--- config.mk ---
export PLATFORM = sky130hd
export DESIGN_NAME = jk_bank_ctrl_flat
export DESIGN_NICKNAME = d
export VERILOG_FILES = /design/src/rtl/jk_bank_ctrl_if.sv /design/src/rtl/jk_bank_ctrl.sv /design/src/flat_wrapper.sv
export SDC_FILE = /design/constraint.sdc
export NUM_CORES = 1
export LEC_CHECK = 0
export BUFFER_PORTS_ARGS = -buffer_cell sky130_fd_sc_hd__buf_2
export CORE_MARGIN = 4
export CORE_UTILIZATION = 47
export CTS_CLUSTER_DIAMETER = 80
export CTS_CLUSTER_SIZE = 14
export DETAILED_ROUTE_END_ITERATION = 10
export PLACE_DENSITY = 0.85
export SLEW_MARGIN = 20
export SYNTH_ARGS = -nofsm -noshare
export SYNTH_HDL_FRONTEND = slang
export SYNTH_SLANG_ARGS = --single-unit
export TNS_END_PERCENT = 50
--- constraint.sdc ---
create_clock -name clk -period 1.7 [get_ports clk]
set_input_delay 0.255 -clock clk [delete_from_list [all_inputs] [get_ports clk]]
set_output_delay 0.255 -clock clk [all_outputs]
set_load 0.005 [all_outputs]
--- src/rtl/jk_bank_ctrl_if.sv ---
// Command channel into the JK bank sequencer: op/data/len qualified by valid/ready.
// Latency: none, wires only.
// Backpressure: slave drives cmd_ready; master holds its command until it sees ready.
//   cmd_valid  master->slave  command present
//   cmd_ready  slave->master  sequencer idle and able to take a command
//   cmd_op     master->slave  0 NOP,1 SET,2 CLR,3 TOG,4 LOAD,5 CNT_UP,6 CNT_DN,7 NOP
//   cmd_data   master->slave  bit mask (SET/CLR/TOG) or value (LOAD)
//   cmd_len    master->slave  step count for CNT_UP/CNT_DN
interface jk_bank_ctrl_if #(
    parameter int WIDTH = 4,
    parameter int CNT_W = 8
);
    logic             cmd_valid;
    logic             cmd_ready;
    logic [2:0]       cmd_op;
    logic [WIDTH-1:0] cmd_data;
    logic [CNT_W-1:0] cmd_len;

    modport master (
        output cmd_valid, cmd_op, cmd_data, cmd_len,
        input  cmd_ready
    );

    modport slave (
        input  cmd_valid, cmd_op, cmd_data, cmd_len,
        output cmd_ready
    );
endinterface

--- src/rtl/jk_bank_ctrl.sv ---
// Sequencer turning bank commands into per-bit J/K drive for an internal bank of JK cells.
// Latency: simple op updates q one edge after accept, done one cycle later; counts step once per edge.
// Backpressure: cmd_ready only in IDLE; a command held while busy waits and is taken once.
//   clk, rst        clock and asynchronous active-low reset
//   cmd (slave)     command channel (valid/ready, op, data, len)
//   j, k            J/K drive currently applied to the bank
//   q               bank contents
//   busy, done      not-idle flag and one-cycle completion pulse
module jk_bank_ctrl #(
    parameter int WIDTH = 4,
    parameter int CNT_W = 8
) (
    input  logic              clk,
    input  logic              rst,
    jk_bank_ctrl_if.slave     cmd,
    output logic [WIDTH-1:0]  j,
    output logic [WIDTH-1:0]  k,
    output logic [WIDTH-1:0]  q,
    output logic              busy,
    output logic              done
);
    localparam logic [2:0] OP_SET = 3'd1;
    localparam logic [2:0] OP_CLR = 3'd2;
    localparam logic [2:0] OP_TOG = 3'd3;
    localparam logic [2:0] OP_LOAD = 3'd4;
    localparam logic [2:0] OP_UP  = 3'd5;
    localparam logic [2:0] OP_DN  = 3'd6;

    typedef enum logic [1:0] {IDLE, EXEC, COUNT, DONE} state_t;

    state_t           state, state_nxt;
    logic [2:0]       op_r;
    logic [WIDTH-1:0] data_r;
    logic [CNT_W-1:0] rem;
    logic [WIDTH-1:0] up_t, dn_t;
    logic             accept;
    logic             is_cnt;

    assign accept        = cmd.cmd_valid && (state == IDLE);
    assign is_cnt        = (cmd.cmd_op == OP_UP) || (cmd.cmd_op == OP_DN);
    assign cmd.cmd_ready = (state == IDLE);
    assign busy          = (state != IDLE);
    assign done          = (state == DONE);

    always_ff @(posedge clk or negedge rst) begin
        if (!rst) state <= IDLE;
        else      state <= state_nxt;
    end

    always_comb begin
        state_nxt = state;
        case (state)
            IDLE: begin
                if (accept) begin
                    if (is_cnt) state_nxt = (cmd.cmd_len == '0) ? DONE : COUNT;
                    else        state_nxt = EXEC;
                end
            end
            EXEC:    state_nxt = DONE;
            // rem never reaches zero inside COUNT; <= 1 just keeps the exit robust
            COUNT:   if (rem <= CNT_W'(1)) state_nxt = DONE;
            DONE:    state_nxt = IDLE;
            default: state_nxt = IDLE;
        endcase
    end

    // Toggle masks for a ripple counter: bit i flips when all lower bits are 1 (up) or 0 (down).
    always_comb begin
        up_t    = '0;
        dn_t    = '0;
        up_t[0] = 1'b1;
        dn_t[0] = 1'b1;
        for (int i = 1; i < WIDTH; i++) begin
            up_t[i] = up_t[i-1] & q[i-1];
            dn_t[i] = dn_t[i-1] & ~q[i-1];
        end
    end

    always_comb begin
        j = '0;
        k = '0;
        if (state == EXEC) begin
            case (op_r)
                OP_SET:  j = data_r;
                OP_CLR:  k = data_r;
                OP_TOG:  begin j = data_r; k = data_r;  end
                OP_LOAD: begin j = data_r; k = ~data_r; end
                default: ;
            endcase
        end else if (state == COUNT) begin
            if (op_r == OP_DN) begin j = dn_t; k = dn_t; end
            else               begin j = up_t; k = up_t; end
        end
    end

    always_ff @(posedge clk or negedge rst) begin
        if (!rst) begin
            q      <= '0;
            op_r   <= '0;
            data_r <= '0;
            rem    <= '0;
        end else begin
            // JK characteristic; j=k=0 outside EXEC/COUNT so the bank holds
            q <= (j & ~q) | (~k & q);
            if (accept) begin
                op_r   <= cmd.cmd_op;
                data_r <= cmd.cmd_data;
                rem    <= cmd.cmd_len;
            end else if (state == COUNT) begin
                rem <= rem - CNT_W'(1);
            end
        end
    end
endmodule

--- src/flat_wrapper.sv ---
// flat-port wrapper written by rule: the top's interface ports become plain ports
module jk_bank_ctrl_flat 
#(
    parameter int WIDTH = 4,
    parameter int CNT_W = 8
)
  (clk, rst, j, k, q, busy, done, cmd_cmd_valid, cmd_cmd_op, cmd_cmd_data, cmd_cmd_len, cmd_cmd_ready);
  jk_bank_ctrl_if #(.WIDTH(WIDTH), .CNT_W(CNT_W)) cmd_i ();
  input  logic clk;
  input  logic rst;
  output logic [WIDTH-1:0] j;
  output logic [WIDTH-1:0] k;
  output logic [WIDTH-1:0] q;
  output logic busy;
  output logic done;
  input wire logic [$bits(cmd_i.cmd_valid)-1:0] cmd_cmd_valid;
  input wire logic [$bits(cmd_i.cmd_op)-1:0] cmd_cmd_op;
  input wire logic [$bits(cmd_i.cmd_data)-1:0] cmd_cmd_data;
  input wire logic [$bits(cmd_i.cmd_len)-1:0] cmd_cmd_len;
  output wire logic [$bits(cmd_i.cmd_ready)-1:0] cmd_cmd_ready;
  assign cmd_i.cmd_valid = cmd_cmd_valid;
  assign cmd_i.cmd_op = cmd_cmd_op;
  assign cmd_i.cmd_data = cmd_cmd_data;
  assign cmd_i.cmd_len = cmd_cmd_len;
  assign cmd_cmd_ready = cmd_i.cmd_ready;
  jk_bank_ctrl #(.WIDTH(WIDTH), .CNT_W(CNT_W)) u_core (.clk(clk), .rst(rst), .cmd(cmd_i), .j(j), .k(k), .q(q), .busy(busy), .done(done));
endmodule
==> tab_implementation.tex <==
\begin{tabular}{lr}
\hline
Metric & Value \\
\hline
\multicolumn{2}{l}{\textbf{Placement}} \\
HPWL after detailed placement & 2360 µm \\
Routability-driven placement congestion ratio & between 0.9 and 1 \\
Post-detailed-placement cell area & 1550 µm² \\
Number of I/O port buffers & 32 \\
\multicolumn{2}{l}{\textbf{Cells and area}} \\
Final net count & between 200 and 250 \\
N\_diodes & 0 \\
Fraction of final layout cells sized beyond drive strength 1 & 0.500 \\
Number of inserted filler cells in the final layout & roughly 150 \\
Fin area & 1860 µm² \\
Layout overhead on the synthesized area & 45.9\% \\
\multicolumn{2}{l}{\textbf{Clocking}} \\
Clock tree from TritonCTS & built \\
Source-to-sink clock delay at the later pin of the worst-skew pair & 0.31 ns \\
H-tree levels & 1 \\
TritonCTS buffer count & 3 \\
Clock transition at the registers of the reported paths & 0.12 ns \\
Clock Sinks & 21 \\
Root buf cell & clkbuf\_4 \\
Buffer depth of the longest clock path & 2 \\
\multicolumn{2}{l}{\textbf{Synth}} \\
Net count after synthesis & 157 \\
Mapped Avg Cell Area & 9.60 µm² \\
Number of standard cells after synthesis & $\sim$130 \\
Register bit total from synthesis & 21 \\
Register area share after synthesis & 0.412 \\
Post-synthesis instance area & 1280 µm² \\
Count of warnings emitted by yosys & 0 \\
Count of unique library cells instantiated by Yosys & 34 \\
\multicolumn{2}{l}{\textbf{Power and ir drop}} \\
Internal power & 0.00200 W \\
Power Dens Cells & approximately 1900 nW/µm² \\
Final total power & 0.00350 W \\
Combinational cell fraction of total power & 0.601 \\
Switching Power & 0.00150 W \\
Flop pwr share & 0.327 \\
Maximum VDD drop & $\sim$1.2 mV \\
Switching share of power & 0.429 \\
Static Leakage & between 0.8 and 0.9 nW \\
Clock power frac & 0.072 \\
\multicolumn{2}{l}{\textbf{Drt}} \\
Final routed DRC violation total & 0 \\
Number of DRC markers after the initial detailed-route iteration & between 50 and 60 \\
Router iterations before antenna repair & 8 \\
Vias/cell & a little under 6 \\
Mean routed wirelength per cell & 17.9 µm \\
Final ANT Viol Nets & 0 \\
Total via count in the routed design & 1278 \\
Sum of routed wire length over all layers & approximately 3900 µm \\
\multicolumn{2}{l}{\textbf{Die}} \\
I/O pin count & 33 \\
Die width & between 60 and 70 µm \\
Overall die area & 3610 µm² \\
Std cell rows & 18 \\
Core Area & between 2000 and 3000 µm² \\
Chip height & 60.1 µm \\
Starting density of the core & 0.506 \\
\multicolumn{2}{l}{\textbf{Critical path}} \\
Worst Path Required & roughly 1.4 ns \\
Critical path start-end classification & reg2out \\
Endpoint class of the critical path & primary output \\
Kind of start point of the critical path & register \\
Worst Path Arrival & 1.75 ns \\
Top fanout value on the critical path & 6 \\
\multicolumn{2}{l}{\textbf{Min path}} \\
Class of the tightest hold or removal check & in2reg \\
\multicolumn{2}{l}{\textbf{Global routing}} \\
Pin count of the biggest net entering global routing & 22 \\
Tot GR Track Use & 0.212 \\
Number of antenna violations at the first check in global routing & 0 \\
Number of global-route vias before repair & between 1000 and 1500 \\
First-pass GRT wire length & between 5000 and 6000 µm \\
Global route overflow & 0 \\
\multicolumn{2}{l}{\textbf{STA}} \\
Final number of setup-violating endpoints & 9 \\
Remaining max-slew budget at the tightest pin & 0.672 \\
Actual transition at the worst max-transition pin & 0.487 ns \\
Final min period & 2.01 ns \\
Peak Freq & 0.498 GHz \\
Max Clock Skew & 0.00474 ns \\
Setup repair after global routing missed its margin & yes \\
Final setup margin & -0.307 ns \\
Final Cycle Share & 1.18 \\
Total count of max-transition violations in the final report & 0 \\
Final-report hold violation count & 0 \\
\multicolumn{2}{l}{\textbf{Run}} \\
Number of violations of the max-capacitance limit & 0 \\
\multicolumn{2}{l}{\textbf{Outcome}} \\
Outcome & finished with violations \\
Violations in the final reports & negative setup slack \\
\hline
\end{tabular}
## final cells by class
| class | count | area [µm²] | area share |
|---|---|---|---|
| flip-flops and latches | 21 | 532 | 0.286 |
| inverters | 8 | 30.0 | 0.0161 |
| multi-input cells | 101 | 875 | 0.470 |
| clock buffers | 4 | 26.3 | 0.0141 |
| well taps | 30 | 37.5 | 0.0202 |
| repair buffers | 56 | 362 | 0.194 |
## routing by layer
metal	wire [µm]	track usage
met2	2080	0.390
met3	135	0.0130
met4	171	0.0728
met1	1540	0.257
met5	0	0
## cells by family (layout without fill, tap and decap cells)
kind of cell | count (synthesis) | count (layout) | share of synthesized area
AND/OR/NAND/NOR | 50 | 50 | 0.207
AO/OA/AOI/OAI | 25 | 25 | 0.128
flip-flops | 21 | 21 | 0.412
multiplexers | 11 | 11 | 0.0941
buffers and inverters | 11 | 68 | 0.0382
XOR/XNOR | 9 | 9 | 0.0618
adder cells (fa/ha/maj) | 6 | 6 | 0.0588
## sequential cells by signal, summed over array words and instances (netlist names)
register       flops
u_core.q           4
u_core.op_r        3
u_core.rem         8
u_core.state       2
u_core.data_r      4
## final timing paths
kind	to	depth (start not counted)	slack, ns	start
setup / recovery	k[0]	6	-0.31	u_core.state[1]
hold / removal	u_core.data_r[3]	2	0.18	cmd_cmd_data[3]
setup reg to reg	u_core.state[1]	4	-0.10	u_core.rem[4]
hold reg to reg	u_core.q[3]	1	0.50	u_core.q[3]
max in group asynchronous	u_core.q[0]	2	0.92	rst
min in group asynchronous	u_core.state[1]	2	0.43	rst
## repair_timing
item / CTS / global route
resized for setup: 18 / 25
hold endpoints to repair: 21 / 0
endpoints found under the setup margin: 11 / 21
pin swaps: 7 / 9
hold buffers: 1 / 0
setup buffers: 7 / 3
## Yosys cell counts
| master | number | area (µm²) |
|---|---|---|
| xor2_1 | 5 | 43.8 |
| nor4bb_1 | 1 | 10.0 |
| nand2b_1 | 1 | 6.26 |
| dfrtp_1 | 21 | 526 |
| o31ai_1 | 1 | 7.51 |
| a2bb2oi_1 | 2 | 17.5 |
| nor2_1 | 14 | 52.6 |
| and4b_1 | 1 | 10.0 |
| and3_1 | 1 | 6.26 |
| o221ai_1 | 2 | 17.5 |
| and2_1 | 1 | 6.26 |
| nand3b_1 | 3 | 22.5 |
| and3b_1 | 2 | 17.5 |
| nand3_1 | 2 | 10.0 |
| a21oi_1 | 10 | 50.1 |
| mux2i_1 | 3 | 30.0 |
| a22oi_1 | 1 | 7.51 |
| xnor2_1 | 4 | 35.0 |
| nor4b_1 | 2 | 17.5 |
| clkbuf_1 | 2 | 7.51 |
| o21ai_0 | 3 | 15.0 |
| inv_1 | 8 | 30.0 |
| o211ai_1 | 4 | 30.0 |
| nand2_1 | 14 | 52.6 |
| buf_6 | 1 | 11.3 |
| or2_2 | 1 | 6.26 |
| a211oi_1 | 1 | 7.51 |
| nor3_1 | 2 | 10.0 |
| ha_1 | 6 | 75.1 |
| nor4_1 | 2 | 12.5 |
| or3_1 | 2 | 12.5 |
| nand4bb_1 | 1 | 11.3 |
| mux2_2 | 8 | 90.1 |
| o41a_1 | 1 | 11.3 |
## cell usage in the layout (no fill, tap or decap), types with 2 or more instances in the layout
cell type | Yosys | final
nor3_1 | 2 | 2
dfrtp_2 | 0 | 5
ha_1 | 6 | 3
nand3_1 | 2 | 2
mux2_2 | 8 | 8
dfrtp_1 | 21 | 16
nor2_1 | 14 | 14
a2bb2oi_2 | 0 | 2
buf_6 | 1 | 5
xnor2_1 | 4 | 4
clkbuf_4 | 0 | 3
nand2_1 | 14 | 12
o221ai_2 | 0 | 2
and3b_1 | 2 | 2
o211ai_1 | 4 | 4
buf_2 | 0 | 32
mux2i_1 | 3 | 2
xor2_1 | 5 | 4
inv_2 | 0 | 3
inv_1 | 8 | 5
nand3b_1 | 3 | 3
nor4_1 | 2 | 2
a21oi_1 | 10 | 10
buf_4 | 0 | 18
ha_4 | 0 | 2
## worst max-delay path, cell delays in order, from the launching register on
cell and delay, ns:
dfrtp_1 0.43, inv_2 0.09, ha_4 0.19, nand4bb_4 0.19
buf_6 0.17, o211ai_1 0.21, buf_2 0.16
## power groups by stage
stage / Combinational, W / Sequential, W / Clock [W]
6_report: 0.00210 / 0.00114 / 0.000251
5_1_grt: 0.00227 / 0.00118 / 0.000262
4_1_cts: 0.00176 / 0.00104 / 0.000251
3_5_place_dp: 0.00148 / 0.00103 / 0
3_3_place_gp: 0.00139 / 0.000986 / 0
2_1_floorplan: 0.000930 / 0.000984 / 0
## through the flow
step                utilization  setup TNS [ns]  hold slack, ns  worst slack, ns  cells
finish                    0.738           -2.03           0.176           -0.307    220
global route              0.738           -2.62           0.184           -0.353    220
CTS                       0.687           -1.44           0.174           -0.245    217
detailed placement        0.616          -0.119           0.233          -0.0707    205
global placement          0.616               0           0.228          0.00733    205
floorplan                     -               0         -0.0406           0.0154    133
Power figures use the tool's default switching activity.
